==> src/rtl/hazard_forward_ctrl_pkg.sv <==
// Shared constants for the pipeline hazard/forwarding controller.
// Holds the forwarding-select encodings, the controller state encodings and
// the interlock-only stall depths per producing stage.
package hazard_forward_ctrl_pkg;

    // fwd_sel encodings, one 2-bit field per EX operand
    localparam logic [1:0] FWD_RF    = 2'b00;
    localparam logic [1:0] FWD_EXMEM = 2'b01;
    localparam logic [1:0] FWD_MEMWB = 2'b10;

    // controller state encodings
    localparam logic [1:0] ST_RUN   = 2'b00;
    localparam logic [1:0] ST_STALL = 2'b01;
    localparam logic [1:0] ST_FLUSH = 2'b10;

    // stall depth when no forwarding paths exist, by producer stage
    localparam logic [1:0] DEPTH_EX  = 2'd3;
    localparam logic [1:0] DEPTH_MEM = 2'd2;
    localparam logic [1:0] DEPTH_WB  = 2'd1;

endpackage

==> src/rtl/hazard_forward_ctrl_sat_counter.sv <==
// Saturating up-counter used for the debug statistics.
// Ports:
//   clk   - clock, rising edge
//   rst   - asynchronous active-low reset (clears the count)
//   inc   - increment request for this cycle
//   count - current value; holds at all ones instead of wrapping
module sat_counter #(
    parameter int unsigned CNT_W = 32
) (
    input  logic             clk,
    input  logic             rst,
    input  logic             inc,
    output logic [CNT_W-1:0] count
);

    logic [CNT_W-1:0] count_d;
    logic [CNT_W-1:0] count_q;

    always_comb begin
        count_d = count_q;
        if (inc && (count_q != '1)) begin
            count_d = count_q + CNT_W'(1);
        end
    end

    always_ff @(posedge clk or negedge rst) begin
        if (!rst) begin
            count_q <= '0;
        end else begin
            count_q <= count_d;
        end
    end

    assign count = count_q;

endmodule

==> src/rtl/hazard_forward_ctrl.sv <==
// Hazard detection and forwarding control for the 5-stage MIPS pipeline.
// Detects RAW / load-use hazards on the instruction in ID, stalls the front
// end, flushes on taken branches and selects EX operand forwarding paths.
// Ports:
//   clk, rst (async, active-low)
//   id_*            - source operands of the instruction in ID
//   ex_*/mem_*/wb_* - destination info of the instructions downstream
//   branch_taken    - branch resolved taken in stage BR_STAGE
//   pc_write_en, ifid_write_en, idex_bubble - stall controls
//   flush_vec       - bit k flushes the pipeline register after stage k
//   fwd_sel         - 2 bits per EX operand (RF / EX-MEM / MEM-WB)
//   stall_active, stall_cycles, flush_events - debug status/statistics
module hazard_forward_ctrl
    import hazard_forward_ctrl_pkg::*;
#(
    parameter int unsigned REG_AW   = 5,
    parameter int unsigned NUM_SRC  = 2,
    parameter int unsigned FWD_EN   = 1,
    parameter int unsigned BR_STAGE = 3,
    parameter int unsigned CNT_W    = 32
) (
    input  logic                        clk,
    input  logic                        rst,
    input  logic [NUM_SRC*REG_AW-1:0]   id_src_addr,
    input  logic [NUM_SRC-1:0]          id_src_used,
    input  logic [NUM_SRC*REG_AW-1:0]   ex_src_addr,
    input  logic [REG_AW-1:0]           ex_dst_addr,
    input  logic                        ex_reg_write,
    input  logic                        ex_mem_read,
    input  logic [REG_AW-1:0]           mem_dst_addr,
    input  logic                        mem_reg_write,
    input  logic [REG_AW-1:0]           wb_dst_addr,
    input  logic                        wb_reg_write,
    input  logic                        branch_taken,
    output logic                        pc_write_en,
    output logic                        ifid_write_en,
    output logic                        idex_bubble,
    output logic [BR_STAGE-1:0]         flush_vec,
    output logic [2*NUM_SRC-1:0]        fwd_sel,
    output logic                        stall_active,
    output logic [CNT_W-1:0]            stall_cycles,
    output logic [CNT_W-1:0]            flush_events
);

    logic [1:0]        state_d, state_q;
    logic [1:0]        cnt_d, cnt_q;
    logic [1:0]        req;
    logic              any_ex, any_mem, any_wb;
    logic [REG_AW-1:0] src;
    logic [REG_AW-1:0] exs;
    logic              stall;
    logic              flush;

    // Stall requirement of the instruction in ID; $0 never matches.
    always_comb begin
        any_ex  = 1'b0;
        any_mem = 1'b0;
        any_wb  = 1'b0;
        src     = '0;
        for (int unsigned i = 0; i < NUM_SRC; i++) begin
            src = id_src_addr[i*REG_AW +: REG_AW];
            if (id_src_used[i] && (src != '0)) begin
                if (ex_reg_write  && (src == ex_dst_addr))  any_ex  = 1'b1;
                if (mem_reg_write && (src == mem_dst_addr)) any_mem = 1'b1;
                if (wb_reg_write  && (src == wb_dst_addr))  any_wb  = 1'b1;
            end
        end
        req = 2'd0;
        if (FWD_EN != 0) begin
            if (any_ex && ex_mem_read) req = 2'd1;
        end else if (any_ex) begin
            req = DEPTH_EX;
        end else if (any_mem) begin
            req = DEPTH_MEM;
        end else if (any_wb) begin
            req = DEPTH_WB;
        end
    end

    // cnt_q holds the stall cycles still owed after the current one.
    always_comb begin
        state_d = state_q;
        cnt_d   = cnt_q;
        stall   = 1'b0;
        flush   = 1'b0;
        case (state_q)
            ST_RUN: begin
                if (req != 2'd0) begin
                    stall   = 1'b1;
                    cnt_d   = req - 2'd1;
                    state_d = (cnt_d != 2'd0) ? ST_STALL : ST_RUN;
                end
            end
            ST_STALL: begin
                stall = 1'b1;
                if (cnt_q != 2'd0) cnt_d = cnt_q - 2'd1;
                state_d = (cnt_q <= 2'd1) ? ST_RUN : ST_STALL;
            end
            ST_FLUSH: begin
                // ID holds a flushed bubble: no hazard evaluation
                state_d = ST_RUN;
            end
            default: begin
                state_d = ST_RUN;
                cnt_d   = '0;
            end
        endcase
        // A taken branch overrides any new or ongoing stall.
        if (branch_taken) begin
            stall   = 1'b0;
            flush   = 1'b1;
            cnt_d   = '0;
            state_d = ST_FLUSH;
        end
        // Outputs are forced to their idle values while reset is held.
        if (!rst) begin
            stall = 1'b0;
            flush = 1'b0;
        end
    end

    always_ff @(posedge clk or negedge rst) begin
        if (!rst) begin
            state_q <= ST_RUN;
            cnt_q   <= '0;
        end else begin
            state_q <= state_d;
            cnt_q   <= cnt_d;
        end
    end

    // EX operand forwarding; MEM result is newer than WB so it wins.
    always_comb begin
        fwd_sel = '0;
        exs     = '0;
        if ((FWD_EN != 0) && rst) begin
            for (int unsigned i = 0; i < NUM_SRC; i++) begin
                exs = ex_src_addr[i*REG_AW +: REG_AW];
                if (mem_reg_write && (exs != '0) && (exs == mem_dst_addr)) begin
                    fwd_sel[2*i +: 2] = FWD_EXMEM;
                end else if (wb_reg_write && (exs != '0) && (exs == wb_dst_addr)) begin
                    fwd_sel[2*i +: 2] = FWD_MEMWB;
                end else begin
                    fwd_sel[2*i +: 2] = FWD_RF;
                end
            end
        end
    end

    assign pc_write_en   = ~stall;
    assign ifid_write_en = ~stall;
    assign idex_bubble   = stall;
    assign stall_active  = stall;
    assign flush_vec     = flush ? '1 : '0;

    sat_counter #(.CNT_W(CNT_W)) u_stall_cnt (
        .clk   (clk),
        .rst   (rst),
        .inc   (stall),
        .count (stall_cycles)
    );

    sat_counter #(.CNT_W(CNT_W)) u_flush_cnt (
        .clk   (clk),
        .rst   (rst),
        .inc   (flush),
        .count (flush_events)
    );

endmodule

==> config.mk <==
export PLATFORM = sky130hd
export DESIGN_NAME = hazard_forward_ctrl
export DESIGN_NICKNAME = d
export VERILOG_FILES = /design/src/rtl/hazard_forward_ctrl_pkg.sv /design/src/rtl/hazard_forward_ctrl_sat_counter.sv /design/src/rtl/hazard_forward_ctrl.sv
export SDC_FILE = /design/constraint.sdc
export NUM_CORES = 1
export LEC_CHECK = 0
export CAP_MARGIN = 20
export CORE_ASPECT_RATIO = 1.4
export CORE_MARGIN = 2
export CORE_UTILIZATION = 42
export DETAILED_ROUTE_END_ITERATION = 16
export PLACE_DENSITY = 0.78
export SLEW_MARGIN = 20
export SYNTH_ARGS = -nofsm -noshare
export SYNTH_HDL_FRONTEND = slang
export SYNTH_SLANG_ARGS = --single-unit
==> constraint.sdc <==
create_clock -name clk -period 3.3 [get_ports clk]
set_clock_uncertainty 0.2 [all_clocks]
set_input_delay 0.99 -clock clk [delete_from_list [all_inputs] [get_ports clk]]
set_output_delay 0.99 -clock clk [all_outputs]
set_load 0.01 [all_outputs]
==> impl_results.md <==
* Status: finished with violations
* Failing checks: negative setup slack
* Pleak at 2.66 nW
* Max H-tree Level at 3
* Worst-Skew Late Latency at 0.33 ns
* Number of setup violations in the final report at 7
* Max Root-Sink Buffers at 2
* Nets at 596
* Gate Count Post-Synth at 386
* Ranking of synthesized cells by area: dfrtp_1 45%, xor2_1 11%, xnor2_1 9.7%, nor2_1 4.4%, nand4_1 4.3%
* Fin util at 65.0%
* Post-DP Area at 0.00529 mm^2
* Crit path DAT at 2.34 ns
* Core region area at 0.00893 mm^2
* PortBufs at 118
* Leading area contributor after synthesis: dfrtp_1
* RSZ-0062 raised after global routing: yes
* Critical path class: in2out
* CTS tree: yes
* Die H at 117 um
* Most frequent cell after synthesis: dfrtp_1
* Syn Nets at 434
* Yosys top cell area share at 44.8%
* Remaining DRCs at 0
* Vias in the first global route at 3570
* Syn avg cell area at 9.84 um^2
* CTS Sinks at 68
* Fin crit period at 3.53 ns
* Worst reg2reg path startpoint: u_stall_cnt.count[6]
* Remaining global-route overflow at 0
* Antenna Nets Post-Route at 0
* Worst Hold Endpoint: u_stall_cnt.count[31]
* Area of the die at 0.00983 mm^2
* Worst R2R Path Depth at 6
* First-pass GRT wire length at 16500 um
* Post-route cell area at 0.00581 mm^2
* Post-synth top flop: dfrtp_1
* Final Max Tran Viols at 0
* GRT Util Overall at 21.1%
* Ys async rst share at 100%
* Final Hold Vio Count at 0
* Layout cells sized above 1 at 23.7%
* Synthesized area at 0.00380 mm^2
* Synth cell count leaders: 68 x dfrtp_1, 47 x xor2_1, 45 x nor2_1
* WP data required at 2.11 ns
* EDFF count, synth at 0
* Fmax at 283 MHz
* Via count at 3466
* Initial core utilization at 42.5%
* Worst Hold Class: reg2reg
* Power Density at 407 mW/mm^2
* Layout area overhead at 52.9%
* Die span in x at 84.4 um
* Clock slew at reported path FFs at 0.05 ns
* #FFs+latches synth at 68
* Tcrit/Tclk final at 107%
* IO Count at 119
* Hold Startpoint: u_stall_cnt.count[31]
* Max cap viols at 0
* N_diodes at 0
* Total negative slack at -0.839 ns
* Setup ws final at -0.232 ns
* Register area share after synthesis at 44.8%
* 1st-iter DRT viols at 92
* Min-Delay Path Depth at 1
* Yosys cell types at 50
* Max IR drop VDD at 0.425 mV
* Crit path capture type: primary output
* CTS root buf: clkbuf_16
* Avg WL per Cell at 15.3 um
* Reg2reg end: u_stall_cnt.count[1]
* DP HPWL at 7390 um
* Initial DRT Pass Iterations at 4
* Largest net degree at the start of global routing at 65
* GPL Wtd Cong at 0.890
* R2R setup slack at 0.96 ns
* Crit path launch type: input port
* Worst Max-Slew Pin Slew at 0.809 ns
* TritonCTS Buffers at 9
* DP Worst Slack at -0.971 ns
* Synth Warn # at 0
* Rel. slew slack at 46.1%
* CP Max Fanout at 2
* Drt via density at 5.25
* Drt total wl at 10100 um
* Row count at 41
* Initial antenna violation count at 0
[cell type report]
| cell class | instances | area [um^2] |
|---|---|---|
| clock inverter | 5 | 82.6 |
| clock buffer | 11 | 253 |
| tap | 107 | 134 |
| timing repair buffer | 163 | 1430 |
| fill | 708 | 3120 |
| multi-input combinational | 294 | 2160 |
| sequential | 68 | 1700 |
| inverter | 12 | 47.5 |
[timing repair]
item | CTS | global route
hold buffers | 0 | 0
endpoints found under the setup margin | 12 | 11
buffers inserted | 11 | 4
cloned | 0 | 0
pin swaps | 31 | 12
resized for setup | 148 | 26
[worst max-delay path by stage]
stage	cells after the start	to	startpoint	slack [ns]
after global routing	7	fwd_sel[1]	ex_src_addr[2]	-0.31
final	7	fwd_sel[1]	ex_src_addr[2]	-0.23
after global placement	6	ifid_write_en	ex_dst_addr[1]	-0.95
after CTS	7	fwd_sel[1]	ex_src_addr[2]	-0.25
after floorplan	7	stall_active	ex_dst_addr[3]	-0.16
after detailed placement	6	pc_write_en	ex_dst_addr[1]	-0.97
[routing by layer]
layer	global-route usage, %	part of all wire, %	vias to the layer above
li1	-	-	1656
met4	8.47	2.6	0
met2	39.7	53	106
met3	6.36	6.3	23
met5	0	0	-
met1	21.9	38	1681
[flip-flops by register name, summed over array words and instances (netlist names)]
register	flops
cnt_q	2
state_q	2
u_stall_cnt.count	32
u_flush_cnt.count	32
[critical path: stages]
cell and delay (ns):
buf_6 0.10, or4_4 0.55, nor2_4 0.12, nor4_2 0.05
buf_4 0.14, nor4_4 0.24, buf_2 0.16
[report_power, final]
group | internal, mW | switching (mW)
sequential | 0.878 | 0.0571
clock | 0.705 | 0.356
combinational | 0.205 | 0.160
total | 1.79 | 0.573
[cells by family after synthesis]
family	share of synthesized area, %
simple gates	26.0
fa+ha+maj	1.32
flops	44.8
compound gates	3.10
buf+inv	3.33
mux	0.890
xor+xnor	20.5
[per-stage QoR]
step,cells,hold slack [ns],power [mW]
floorplan,386,0.315,1.08
global placement,629,0.273,1.29
detailed placement,629,0.279,1.30
CTS,656,0.288,2.38
global route,660,0.306,2.46
finish,660,0.292,2.36
[cell usage in the layout (no fill, tap or decap), drive strengths merged, types with 2 or more instances in the layout]
| master | netlist | routed |
|---|---|---|
| bufinv | 0 | 2 |
| nor2 | 45 | 45 |
| nor4 | 8 | 8 |
| dlygate4sd2 | 0 | 10 |
| or3 | 4 | 4 |
| mux2 | 3 | 3 |
| and2 | 7 | 7 |
| clkinv | 0 | 2 |
| buf | 10 | 69 |
| xnor2 | 42 | 42 |
| or4 | 3 | 3 |
| o21ai | 2 | 2 |
| and4 | 7 | 7 |
| inv | 12 | 13 |
| ha | 4 | 4 |
| nand2 | 26 | 26 |
| nor3 | 12 | 12 |
| and3 | 6 | 6 |
| nor4b | 3 | 3 |
| nand3 | 27 | 27 |
| nor3b | 2 | 2 |
| xor2 | 47 | 47 |
| dfrtp | 68 | 68 |
| nand4 | 27 | 27 |
| clkdlybuf4s50 | 0 | 74 |
| clkbuf | 2 | 20 |
| nand2b | 3 | 3 |
| a21oi | 2 | 2 |
Note: power is estimated with default switching activity, not from simulation.
